File: src/rtl/mem_pkg.sv
// Shared definitions for the data-memory access unit: funct3 encodings,
// FSM state type and the default bus timeout.
package mem_pkg;

  localparam logic [2:0] F3_B  = 3'b000;
  localparam logic [2:0] F3_H  = 3'b001;
  localparam logic [2:0] F3_W  = 3'b010;
  localparam logic [2:0] F3_BU = 3'b100;
  localparam logic [2:0] F3_HU = 3'b101;

  localparam int TIMEOUT_DEFAULT = 16;

  typedef enum logic [1:0] {
    IDLE = 2'd0,
    WAIT = 2'd1,
    RESP = 2'd2
  } state_t;

endpackage

File: src/rtl/mem_access_unit_load_formatter.sv
// Combinational load-data formatter: picks the addressed byte/halfword lane
// out of the bus word and sign- or zero-extends it to 32 bits.
module load_formatter
  import mem_pkg::*;
(
  input  logic [31:0] MemRdata,
  input  logic [1:0]  Addr,
  input  logic [2:0]  Funct3,
  output logic [31:0] ReadData
);

  logic [31:0] shifted;

  // Move the addressed lane down to bit 0, then extend according to funct3.
  always_comb begin
    shifted  = MemRdata >> {Addr, 3'b000};
    ReadData = '0;
    case (Funct3)
      F3_B:    ReadData = {{24{shifted[7]}}, shifted[7:0]};
      F3_H:    ReadData = {{16{shifted[15]}}, shifted[15:0]};
      F3_W:    ReadData = MemRdata;
      F3_BU:   ReadData = {24'b0, shifted[7:0]};
      F3_HU:   ReadData = {16'b0, shifted[15:0]};
      default: ReadData = '0;
    endcase
  end

endmodule

File: src/rtl/mem_access_unit.sv
// Data-memory access unit: turns a MEM-stage load/store into one request on a
// single-outstanding req/ack bus, stalls the pipeline until it completes, and
// reports misaligned, illegal or timed-out accesses through Err.
module mem_access_unit
  import mem_pkg::*;
#(
  parameter int TIMEOUT = TIMEOUT_DEFAULT
) (
  input  logic        clk,
  input  logic        rst_n,
  input  logic        Valid,
  input  logic        MemRead,
  input  logic        MemWrite,
  input  logic [2:0]  Funct3,
  input  logic [31:0] Addr,
  input  logic [31:0] WriteData,
  output logic        Stall,
  output logic        RespValid,
  output logic [31:0] ReadData,
  output logic        Err,
  output logic        MemReq,
  output logic        MemWe,
  output logic [31:0] MemAddr,
  output logic [3:0]  MemBe,
  output logic [31:0] MemWdata,
  input  logic        MemAck,
  input  logic [31:0] MemRdata
);

  localparam logic [7:0] TIMEOUT_CNT = 8'(TIMEOUT);

  state_t      state_reg, state_next;
  logic [7:0]  cnt_reg, cnt_next;
  logic        req_reg, req_next;
  logic        we_reg, we_next;
  logic [31:0] addr_reg, addr_next;
  logic [3:0]  be_reg, be_next;
  logic [31:0] wdata_reg, wdata_next;
  logic [2:0]  f3_reg, f3_next;
  logic [1:0]  lane_reg, lane_next;
  logic [31:0] rdata_reg, rdata_next;
  logic        err_reg, err_next;

  logic        access;
  logic        illegal;
  logic [3:0]  be_calc;
  logic [31:0] wdata_calc;
  logic [31:0] fmt_data;

  assign access = Valid & (MemRead | MemWrite);

  // Decode conditions that must never reach the bus.
  assign illegal = (MemRead & MemWrite)
                 | (Funct3 == 3'b011)
                 | (Funct3[2:1] == 2'b11)
                 | (MemWrite & Funct3[2])
                 | ((Funct3[1:0] == 2'b01) & Addr[0])
                 | ((Funct3 == F3_W) & (Addr[1:0] != 2'b00));

  // Byte enables and lane-replicated store data for the incoming access.
  always_comb begin
    be_calc    = 4'b1111;
    wdata_calc = WriteData;
    case (Funct3[1:0])
      2'b00: begin
        be_calc    = 4'b0001 << Addr[1:0];
        wdata_calc = {4{WriteData[7:0]}};
      end
      2'b01: begin
        be_calc    = Addr[1] ? 4'b1100 : 4'b0011;
        wdata_calc = {2{WriteData[15:0]}};
      end
      default: begin
        be_calc    = 4'b1111;
        wdata_calc = WriteData;
      end
    endcase
  end

  // Lane select/extension works on the size and offset captured at acceptance.
  load_formatter u_load_formatter (
    .MemRdata (MemRdata),
    .Addr     (lane_reg),
    .Funct3   (f3_reg),
    .ReadData (fmt_data)
  );

  // State and captured bus/response fields; reset abandons any request in flight.
  always_ff @(posedge clk or negedge rst_n) begin
    if (!rst_n) begin
      state_reg <= IDLE;
      cnt_reg   <= '0;
      req_reg   <= 1'b0;
      we_reg    <= 1'b0;
      addr_reg  <= '0;
      be_reg    <= '0;
      wdata_reg <= '0;
      f3_reg    <= '0;
      lane_reg  <= '0;
      rdata_reg <= '0;
      err_reg   <= 1'b0;
    end else begin
      state_reg <= state_next;
      cnt_reg   <= cnt_next;
      req_reg   <= req_next;
      we_reg    <= we_next;
      addr_reg  <= addr_next;
      be_reg    <= be_next;
      wdata_reg <= wdata_next;
      f3_reg    <= f3_next;
      lane_reg  <= lane_next;
      rdata_reg <= rdata_next;
      err_reg   <= err_next;
    end
  end

  // Next-state logic: accept in IDLE, wait for ack or timeout, one response cycle.
  always_comb begin
    state_next = state_reg;
    cnt_next   = cnt_reg;
    req_next   = req_reg;
    we_next    = we_reg;
    addr_next  = addr_reg;
    be_next    = be_reg;
    wdata_next = wdata_reg;
    f3_next    = f3_reg;
    lane_next  = lane_reg;
    rdata_next = rdata_reg;
    err_next   = err_reg;
    case (state_reg)
      IDLE: begin
        if (access) begin
          if (illegal) begin
            state_next = RESP;
            err_next   = 1'b1;
            rdata_next = '0;
          end else begin
            state_next = WAIT;
            cnt_next   = '0;
            req_next   = 1'b1;
            we_next    = MemWrite;
            addr_next  = {Addr[31:2], 2'b00};
            be_next    = be_calc;
            wdata_next = wdata_calc;
            f3_next    = Funct3;
            lane_next  = Addr[1:0];
          end
        end
      end
      WAIT: begin
        // An ack in the final counted cycle still wins over the timeout.
        if (MemAck) begin
          state_next = RESP;
          req_next   = 1'b0;
          err_next   = 1'b0;
          rdata_next = we_reg ? 32'h0 : fmt_data;
        end else if (cnt_reg + 8'd1 == TIMEOUT_CNT) begin
          state_next = RESP;
          req_next   = 1'b0;
          err_next   = 1'b1;
          rdata_next = '0;
          cnt_next   = '0;
        end else begin
          cnt_next = cnt_reg + 8'd1;
        end
      end
      RESP: begin
        // The finished instruction is still on the inputs; do not look at them.
        state_next = IDLE;
        cnt_next   = '0;
        err_next   = 1'b0;
        rdata_next = '0;
      end
      default: begin
        state_next = IDLE;
        req_next   = 1'b0;
      end
    endcase
  end

  // Stall is gated by reset so every output is quiet while rst_n is low.
  assign Stall     = rst_n & ((state_reg == WAIT) | ((state_reg == IDLE) & access));
  assign RespValid = (state_reg == RESP);
  assign ReadData  = rdata_reg;
  assign Err       = err_reg;
  assign MemReq    = req_reg;
  assign MemWe     = we_reg;
  assign MemAddr   = addr_reg;
  assign MemBe     = be_reg;
  assign MemWdata  = wdata_reg;

endmodule

File: config.mk
export PLATFORM = sky130hd
export DESIGN_NAME = mem_access_unit
export DESIGN_NICKNAME = d
export VERILOG_FILES = /design/src/rtl/mem_pkg.sv /design/src/rtl/mem_access_unit_load_formatter.sv /design/src/rtl/mem_access_unit.sv
export SDC_FILE = /design/constraint.sdc
export NUM_CORES = 1
export LEC_CHECK = 0
export CAP_MARGIN = 0
export CORE_ASPECT_RATIO = 0.5
export CORE_MARGIN = 4
export CORE_UTILIZATION = 30
export DETAILED_ROUTE_END_ITERATION = 10
export PLACE_DENSITY = 0.55
export SYNTH_ARGS = -nofsm -noshare
export SYNTH_HDL_FRONTEND = slang
export SYNTH_SLANG_ARGS = --single-unit
File: constraint.sdc
create_clock -name clk -period 3.4 [get_ports clk]
set_clock_uncertainty 0.2 [all_clocks]
set_input_delay 0.85 -clock clk [delete_from_list [all_inputs] [get_ports clk]]
set_output_delay 0.85 -clock clk [all_outputs]
set_load 0.05 [all_outputs]
Word-level counts from Yosys, hierarchy flattened
Index checks and enable logic that the tools add are counted.
Storage, ports and cells
  register bits: 116
Cells by class
  add/sub/neg operators: 1
  equality and inequality tests: 16
  shifts and indexed selects: 2
  mux-type cells: 30
  bitwise operators: 16
  reductions and logical operators: 10
Operator list (count)
  $mux W32: 5
  $pmux W32 S5: 1
  $pmux W32 S3: 1
  $pmux W32 S2: 1
  $mux W8: 4
  $shr A32 B5 Y16: 1
  $pmux W8 S3: 1
  $reduce_and A4 Y1: 3
  $eq A3 B2 Y1 const B: 3
  $add A8 B1 Y8 const B: 1
  $eq A8 B5 Y1 const B: 1
  $mux W1: 8
  $mux W2: 4
  $ne A2 B2 Y1 const B: 4
  $pmux W4 S2: 1
  $and A1 B1 Y1: 7
  $or A1 B1 Y1: 7
  $eq A3 B3 Y1 const B: 2
  $pmux W1 S3: 2
  $eq A2 B1 Y1 const B: 2
  $eq A2 B2 Y1 const B: 2
  $logic_not A2 Y1: 2
  $mux W4: 1
  $pmux W2 S2: 1
  9 further kinds: 10

Logic depth before layout (Yosys ltp)
  word-level depth: 9
  depth in mapped cells: 8
  mapped depth without buffers: 6

Cells and area by module
A second synthesis with hierarchy kept.
Unflattened totals
  cells, all modules: 611
  area, all modules: 5800.6 um^2
Modules (own cells, without submodules)
  mem_access_unit: times used 1, cells each 497, area each 4963.5 um^2, sequential area each 2902.8 um^2
  load_formatter: times used 1, cells each 114, area each 837.1 um^2, sequential area each 0.0 um^2

Worst setup path before layout
No wires, ideal clock.
  kind: input -> register
  from: input port Funct3[2]
  to: register addr_reg[10], in the netlist MemAddr[10]
  library setup time: 125 ps
  arrival: 2396 ps
  data required time: 3075 ps
  path slack: 679 ps
  stages: 6
  path buffers: 2
  path through: or4_4 -> a211oi_2 -> nand2_1 -> buf_2 -> buf_6 -> mux2_4
On the way
  cells in the longest elaborated chain, start to end: 8
  elaborated cells on any way between the ends: 12
  classes of those cells: 3 x eq/ne; 8 x bitwise; 1 x reduce/logical
RTL lines
  start: declaration: line mem_access_unit.sv:14  | input logic [2:0] Funct3,
  $eq A3 B2 Y1: line mem_access_unit.sv:54  | | (Funct3 == 3'b011)
  $or A1 B1 Y1: line mem_access_unit.sv:54
  $or A1 B1 Y1: line mem_access_unit.sv:55  | | (Funct3[2:1] == 2'b11)
  $or A1 B1 Y1: line mem_access_unit.sv:56  | | (MemWrite & Funct3[2])
  $or A1 B1 Y1: line mem_access_unit.sv:57  | | ((Funct3[1:0] == 2'b01) & Addr[0])
  $or A1 B1 Y1 (*): line mem_access_unit.sv:58  | | ((Funct3 == F3_W) & (Addr[1:0] != 2'b00));
  $not A1 Y1 (no source line) (*)
  $reduce_and A3 Y1 (no source line) (*)
  end signal: assignment: line mem_access_unit.sv:107  | addr_reg <= addr_next;
  end: declaration: line mem_access_unit.sv:36  | logic [31:0] addr_reg, addr_next;
Every way passes the cells marked *; elsewhere a longest branch is shown, timed or not.
A chain may end at the register's enable or synchronous reset.

Worst setup path in the final report
  from: register state_reg[1]
  to: output port RespValid
On the way
  cells in the longest elaborated chain, start to end: 1
RTL lines
  start: declaration: line mem_access_unit.sv:32  | state_t state_reg, state_next;
  start signal: assignment: line mem_access_unit.sv:103  | state_reg <= state_next;
  $eq A2 B2 Y1: line mem_access_unit.sv:183  | assign RespValid = (state_reg == RESP);
  end: declaration: line mem_access_unit.sv:18  | output logic RespValid,
Every way passes these cells.

==> out/qor.csv <==
stage,metric,value,unit
critical_path,crit path cell chain,"inv_2, nor2_1, clkdlybuf4s50_1",
finish,final core utilization,46.7,%
placed_design,Post-DP HPWL,12500,um
yosys,top cell type by total area after synthesis,dfrtp_1,
yosys,Synth top area share,50.9,%
power_and_ir_drop,Power Density,775,nW/um^2
yosys,"Distinct cells, synth",55,
power_and_ir_drop,P_leak,0.00383,uW
floorplanning,row count,35,
detailed_routing,DR pass1 iterations,4,
clock_network,post-cts resize count,0,
yosys,Post-synth EDFFs,0,
detailed_routing,Vias per Instance,4.69,
timing,max frequency,335,MHz
global_routing,initial antenna violation count,0,
detailed_routing,Routed Antenna Nets,0,
finish,n_diodes,0,
detailed_routing,routed vias,4568,
timing,Worst Tran Pin Value,1.11,ns
critical_path,Worst Path Max Fanout,9,
timing,TNS Setup,0,ns
detailed_routing,DR iter-0 viols,251,
detailed_routing,# DRC,0,
critical_path,Worst EP arrival,1.94,ns
detailed_routing,WL/cell,17.6,um
clock_network,clock-pin slew on the worst setup and hold paths,0.05,ns
clock_network,"Setup Fix Bufs, Post-CTS",0,
clock_network,Worst-Skew Late Latency,0.41,ns
finish,layout cell share with drive strength beyond 1,15.2,%
placed_design,Final GP Congestion,0.765,
finish,"commonest non-fill, non-tap cells in the layout","clkdlybuf4s50_1, dfrtp_1, nand2_1, o21ai_0, mux2_4",
clock_network,clock buffer depth,2,
finish,Layout area overhead,51.7,%
yosys,Synth Flop Type,dfrtp_1,
floorplanning,die footprint,21400,sq um
status,status,"complete, no violations",
finish,fill cell count,1707,
clock_network,CTS Buf Count,17,
finish,"most common cell after layout, fill and taps aside",clkdlybuf4s50_1,
timing,Final setup viols,0,
timing,fin crit share,87.9,%
clock_network,Root Buffer,clkbuf_16,
floorplanning,Die Span Y,106,um
placed_design,Port Buffers,207,
finish,Reg area,2900,sq um
global_routing,GRT Total Usage,16.1,%
critical_path,CP endpoint kind,primary output,
yosys,ys async rst share,100,%
detailed_routing,detailed-route wire length,17200,um
global_routing,GR Overflow Total,0,
floorplanning,I/O pin cnt,210,
yosys,Yosys reg bits,116,
finish,# nets final,809,
timing,relative slew slack,25.8,%
timing,"Hold Vio Cnt, Final",0,
finish,multi-input logic area,2580,sq um
critical_path,crit-path max cell delay,0.82,ns
yosys,synth warn,0,
clock_network,CTS tree,done,
global_routing,vias in the first global route,4731,
yosys,Syn Std Cell Area,5700,sq um
yosys,sequential cell area fraction in the yosys report,50.9,%
timing,Slew Limit Fails,0,
power_and_ir_drop,Worst VDD drop,0.000385,V
placed_design,pre-CTS WS,0.0849,ns
clock_network,htree depth,4,
job,Max-cap violations,0,
timing,RSZ-0062 raised after global routing,no,
critical_path,slowest CP cell,clkdlybuf4s50_1,
critical_path,critical path launch point type,flop,
global_routing,largest net degree at the start of global routing,61,
timing,final critical-path required period,2.99,ns
clock_network,CTS Hold Buffers Added,0,
floorplanning,core area,18500,sq um
clock_network,# clock sinks,116,
yosys,ranking of synthesized cells by area,"dfrtp_1, mux2_4, mux2i_1",
timing,fin worst setup slack,0.411,ns
global_routing,first-pass GRT wire length,27300,um
yosys,post-synthesis instance total,492,
critical_path,CP Data Required Time,2.35,ns
floorplanning,Die Wd,203,um
floorplanning,starting density of the core,30.8,%
critical_path,CP Class,reg -> out,
yosys,Avg Inst Size Synth,11.6,sq um
worst_hold_path,worst hold path class,reg -> reg,
-- power breakdown --
| group | total [uW] | switching, uW | leakage (uW) | internal, uW |
|---|---|---|---|---|
| combinational | 2990 | 1800 | 0.00207 | 1180 |
| clock | 1700 | 640 | 0.000273 | 1060 |
| sequential | 2030 | 288 | 0.00148 | 1740 |
| total | 6710 | 2730 | 0.00383 | 3980 |
-- synth_stat cells (all sizes together), types with 3 or more instances --
master   instances
nor2            31
inv              5
nand3           10
nand2           47
a211oi           3
mux2            50
clkbuf          18
a221o           16
nor2b            6
a22oi            7
dfrtp          116
a2bb2oi          7
o2bb2ai          9
a22o             9
mux2i           32
buf             19
o31ai            5
o21ai           40
a21oi           24
-- metal layers --
layer	track usage, %	share of wire [%]	up-vias
met2	25.9	48	82
li1	-	-	2230
met3	4.18	4.2	11
met5	0	0	-
met4	3.46	0.65	0
met1	22.0	47	2245
-- cell type report --
type | count | area share, %
clock buffer | 23 | 5.52
sequential | 116 | 33.5
inverter | 5 | 0.217
timing repair buffer | 227 | 26.2
clock inverter | 9 | 0.911
multi-input combinational | 335 | 29.9
tap | 259 | 3.74
-- through the flow --
step	power [uW]	hold slack [ns]	cells	instance area, sq um
4_1_cts	6790	0.282	974	8650
5_1_grt	7020	0.300	974	8650
3_3_place_gp	5040	0.263	942	8100
6_report	6710	0.274	974	8650
2_1_floorplan	3970	0.288	493	5710
3_5_place_dp	5060	0.270	942	8100
-- worst max-delay path: cells and delay by family, from the launching register on --
kind / cells / cell delay, ns
buffers and inverters: 2 / 0.93
flip-flops: 1 / 0.49
AND/OR/NAND/NOR: 1 / 0.11
-- final timing paths --
check | from | endpoint | slack [ns] | depth (start not counted)
worst max-delay path | state_reg[1]$_DFFE_PN0P_ | RespValid | 0.41 | 3
worst min-delay path | MemWdata[27]$_DFFE_PN0P_ | MemWdata[27]$_DFFE_PN0P_ | 0.27 | 2
worst max register to register | cnt_reg[0]$_DFFE_PN0P_ | ReadData[31]$_DFFE_PN0P_ | 0.75 | 7
worst min register to register | MemWdata[27]$_DFFE_PN0P_ | MemWdata[27]$_DFFE_PN0P_ | 0.27 | 2
max in group asynchronous | rst_n | MemAddr[14]$_DFFE_PN0P_ | 1.29 | 3
min in group asynchronous | rst_n | Err$_DFFE_PN0P_ | 0.43 | 2
-- logic make-up after synthesis --
family	share of synthesized area (%)
compound gates	16.6
xor+xnor	0.307
fa+ha+maj	0.439
buf+inv	3.99
flops	50.9
mux	18.5
other cells	0.0657
simple gates	9.19
Note: power is estimated with default switching activity, not from simulation.
==> variant 1: new RTL, config.mk and constraints unchanged <==
`TIMEOUT_DEFAULT`: 16 -> 15.
--- a/src/rtl/mem_pkg.sv
+++ b/src/rtl/mem_pkg.sv
@@ -10,3 +10,3 @@
 
-  localparam int TIMEOUT_DEFAULT = 16;
+  localparam int TIMEOUT_DEFAULT = 15;
 
Formal check against the unedited RTL: no difference found for any inputs over 4 cycles, from zero or initial values and one cycle with rst_n low; that may be too few to reach the edited logic, so the function may still have changed.
==> variant 1 against the original RTL <==
Sequential cell count is the same; sequential share of layout area decreased by 1.8 points; setup slack got worse by 0.13 ns; cell area increased by 5.6%; power rose by 5.6%; register-to-register slack gained 0.02 ns; synthesized area increased by 5.0%; routed wire length up 15%; critical path type is now in2out; largest cell class unchanged.
==> variant 1: results <==
export IMPL_status="complete, no violations"
export IMPL_drt_total_wl_microns=19800
export IMPL_n_fill_cell=1930
export IMPL_antenna_found_initial=1
export IMPL_yosys_warnings=0
export IMPL_worst_path_largest_cell_delay_ns=0.51
export IMPL_portBuffers=207
export IMPL_p_int_mw=4.24
export IMPL_post_cts_setup_buffers=0
export IMPL_critPathMaxFanout=4
export IMPL_crit_end="Stall"
export IMPL_diodes=0
export IMPL_synth_common_cells="nand2_1 (192), dfrtp_1 (116), o21ai_0 (66), inv_1 (39), nor2_1 (34)"
export IMPL_ir_worst_vdd_mv=0.406
export IMPL_gp_congestion=0.783
export IMPL_yosysSeqAreaShare_pct=48.5
export IMPL_grt_max_degree=117
export IMPL_ys_types=47
export IMPL_worst_pin_slew_ns=0.950
export IMPL_dp_hpwl_microns=14400
export IMPL_grt_pass1_wl_microns=31400
export IMPL_rrSetupSlack_ns=0.77
export IMPL_cpMaxStageDelayCell="clkdlybuf4s50_1"
export IMPL_first_pass_iters=5
export IMPL_worstPathArrival_ns=2.07
export IMPL_drive_above_1_share_pct=8.97
export IMPL_ys_top_cells_by_area="dfrtp_1 (48%), nand2_1 (12%), o21ai_0 (5.5%)"
export IMPL_via_count=5587
export IMPL_drt_initial_drc_count=265
export IMPL_p_leak_nw=3.92
export IMPL_startpoint="MemWrite"
export IMPL_crit_family="buffers and inverters"
export IMPL_timing_rr_end="ReadData[18]$_DFFE_PN0P_"
export IMPL_nets=997
export IMPL_grt_usage_pct=17.6
-- variant 1: tightest hold or removal path, delay by kind of cell (launching register included) --
kind | cells | cell delay [ns]
flops | 1 | 0.34
simple gates | 2 | 0.10
-- variant 1: through the flow --
step / hold slack (ns) / setup slack [ns] / cells / power, mW / area [sq um]
2_1_floorplan: 0.284 / 0.180 / 687 / 3.85 / 5990
3_3_place_gp: 0.258 / 0.269 / 1137 / 5.00 / 8450
3_5_place_dp: 0.261 / 0.262 / 1137 / 5.02 / 8450
4_1_cts: 0.275 / 0.247 / 1169 / 7.17 / 9140
5_1_grt: 0.299 / 0.139 / 1169 / 7.45 / 9140
6_report: 0.268 / 0.279 / 1169 / 7.09 / 9140
-- variant 1: kinds of logic (layout without fill, tap and decap cells) --
family	count (synthesis)	count (layout)	synth area share, %
other	1	2	0.0626
AND/OR/NAND/NOR	259	259	17.9
flip-flops	116	116	48.5
AO/OA/AOI/OAI	175	175	18.1
buffers and inverters	89	305	6.08
XOR/XNOR	4	4	0.585
multiplexers	40	40	8.36
adder cells (fa/ha/maj)	2	2	0.418
-- variant 1: worst min path at each step --
stage / start / end / cells past startpoint / slack (ns)
after floorplan: f3_reg[2]$_DFFE_PN0P_ / f3_reg[2]$_DFFE_PN0P_ / 2 / 0.28
after global placement: MemAddr[16]$_DFFE_PN0P_ / MemAddr[16]$_DFFE_PN0P_ / 2 / 0.26
after detailed placement: MemWdata[3]$_DFFE_PN0P_ / MemWdata[3]$_DFFE_PN0P_ / 2 / 0.26
after CTS: MemAddr[8]$_DFFE_PN0P_ / MemAddr[8]$_DFFE_PN0P_ / 2 / 0.28
after global routing: MemAddr[26]$_DFFE_PN0P_ / MemAddr[26]$_DFFE_PN0P_ / 2 / 0.30
final: MemAddr[19]$_DFFE_PN0P_ / MemAddr[19]$_DFFE_PN0P_ / 2 / 0.27
-- variant 1: routing by layer --
metal | share of wire [%] | GRT usage (%) | vias to the layer above
met4 | 0.93 | 3.23 | 0
li1 | - | - | 2746
met2 | 49 | 29.4 | 124
met1 | 46 | 23.8 | 2707
met3 | 4.2 | 4.08 | 10
met5 | 0 | 0 | -
-- variant 1: layout make-up --
class	count	area (sq um)	area share (%)
flip-flops and latches	116	2900	31.8
multi-input cells	482	2740	30.0
repair buffers	233	2320	25.4
clock buffers	18	429	4.70
well taps	266	333	3.64
clock inverters	14	258	2.82
inverters	40	150	1.64
-- variant 1: power by group through the flow --
stage	combinational (mW)	clock (mW)	sequential (mW)
finish	3.02	2.11	1.96
global route	3.21	2.23	2.02
CTS	3.05	2.16	1.97
detailed placement	3.04	0	1.98
global placement	3.02	0	1.98
floorplan	0.841	0	3.01
==> variant 2: new RTL, config.mk and constraints unchanged <==
Without the edit above. Put one more register stage on the output `Err`. The value now appears one clock later. The other outputs are not delayed to match.
--- a/src/rtl/mem_access_unit.sv
+++ b/src/rtl/mem_access_unit.sv
@@ -184,3 +184,5 @@
   assign ReadData  = rdata_reg;
-  assign Err       = err_reg;
+  always_ff @(posedge clk) begin
+    Err <= err_reg;
+  end
   assign MemReq    = req_reg;
Function: changed (Yosys sat finds a counterexample within 4 cycles, from zero or initial values and one cycle with rst_n low).
==> variant 2 against the original RTL <==
Cell count did not move; synthesized area is 0.35% higher; sequential share of layout area fell by 0.15 points; power increased by 4.9%; combinational power hardly changed; cell area grew 1.2%; critical path depth fell by 1; sequential cell count is 1 higher; setup slack got worse by 0.0013 ns; routed wire length shrank 0.22%; maximum frequency barely moved; count of clock-buffer cells in the layout down 4; hold slack worse by 0.091 ns; critical path type unchanged; largest cell class unchanged.
==> variant 2: results <==
export IMPL_status="complete, no violations"
export IMPL_whs_path_depth=0
export IMPL_cts_root_buf="clkbuf_16"
export IMPL_timing_rr_end="ReadData[20]$_DFFE_PN0P_"
export IMPL_vias_per_cell=4.73
export IMPL_routedWlPerCell_microns=17.6
export IMPL_yosysSeqAreaShare_pct=51.1
export IMPL_diodes=0
export IMPL_grt_max_degree=68
export IMPL_first_pass_iters=4
export IMPL_regArea_sq_um=2920
export IMPL_synth_xor_area_share_pct=0.306
export IMPL_synth_fa_ha_area_share_pct=0.437
export IMPL_drive_above_1_share_pct=15.5
export IMPL_startpoint="state_reg[0]$_DFFE_PN0P_"
export IMPL_clk_power_mw=2.01
export IMPL_finalCritPeriodShare_pct=88.0
export IMPL_drt_initial_drc_count=200
export IMPL_syn_area_per_cell_sq_um=11.6
export IMPL_grt_pass1_wl_microns=26900
export IMPL_gp_congestion=0.737
export IMPL_dp_hpwl_microns=12400
export IMPL_buffers=226
export IMPL_min_from="err_reg$_DFFE_PN0P_"
export IMPL_grt_usage_pct=15.8
export IMPL_crit_family="buffers and inverters"
export IMPL_rr_worst_depth=7
export IMPL_p_sw_share_pct=39.3
export IMPL_n_fill_cell=1768
export IMPL_clk_share_pct=7.50
export IMPL_ir_worst_vdd_mv=0.394
export IMPL_hold_end="Err$_DFF_P_"
export IMPL_worst_path_largest_cell_delay_ns=0.83
export IMPL_place_ws_ns=0.102
export IMPL_synthMuxAreaShare_pct=18.4
export IMPL_worst_pin_slew_ns=1.06
export IMPL_ys_types=56
export IMPL_synth_compound_area_share_pct=16.5
export IMPL_critPathMaxFanout=17
export IMPL_cpMaxStageDelayCell="clkdlybuf4s50_1"
export IMPL_nonClkBufAreaFrac_pct=25.7
export IMPL_p_leak_nw=3.88
export IMPL_async_flop_share_pct=99.1
export IMPL_crit_end="RespValid"
export IMPL_ys_top_cells_by_area="dfrtp_1 (51%), mux2_4 (10%), mux2i_1 (5.6%)"
export IMPL_ys_ff_latch=117
export IMPL_via_count=4611
export IMPL_num_clock_buffers=19
variant 2: cell count changes after synthesis, sizes merged:
cell | before | now
dfxtp | 0 | 1
variant 2: metal layers:
| metal | routed length, microns | vias to the layer above | track usage [%] | part of all wire (%) |
|---|---|---|---|---|
| met5 | 0 | - | 0 | 0 |
| met4 | 154 | 0 | 3.56 | 0.90 |
| met3 | 663 | 10 | 4.49 | 3.9 |
| met2 | 8240 | 92 | 25.3 | 48 |
| met1 | 8090 | 2276 | 21.5 | 47 |
| li1 | - | 2233 | - | - |
variant 2: stage by stage:
| step | cell area (sq um) | total power, mW | hold slack [ns] |
|---|---|---|---|
| floorplan | 5730 | 3.99 | 0.148 |
| global placement | 8100 | 5.05 | 0.161 |
| detailed placement | 8100 | 5.07 | 0.159 |
| CTS | 8750 | 7.13 | 0.185 |
| global route | 8750 | 7.37 | 0.194 |
| finish | 8750 | 7.04 | 0.183 |
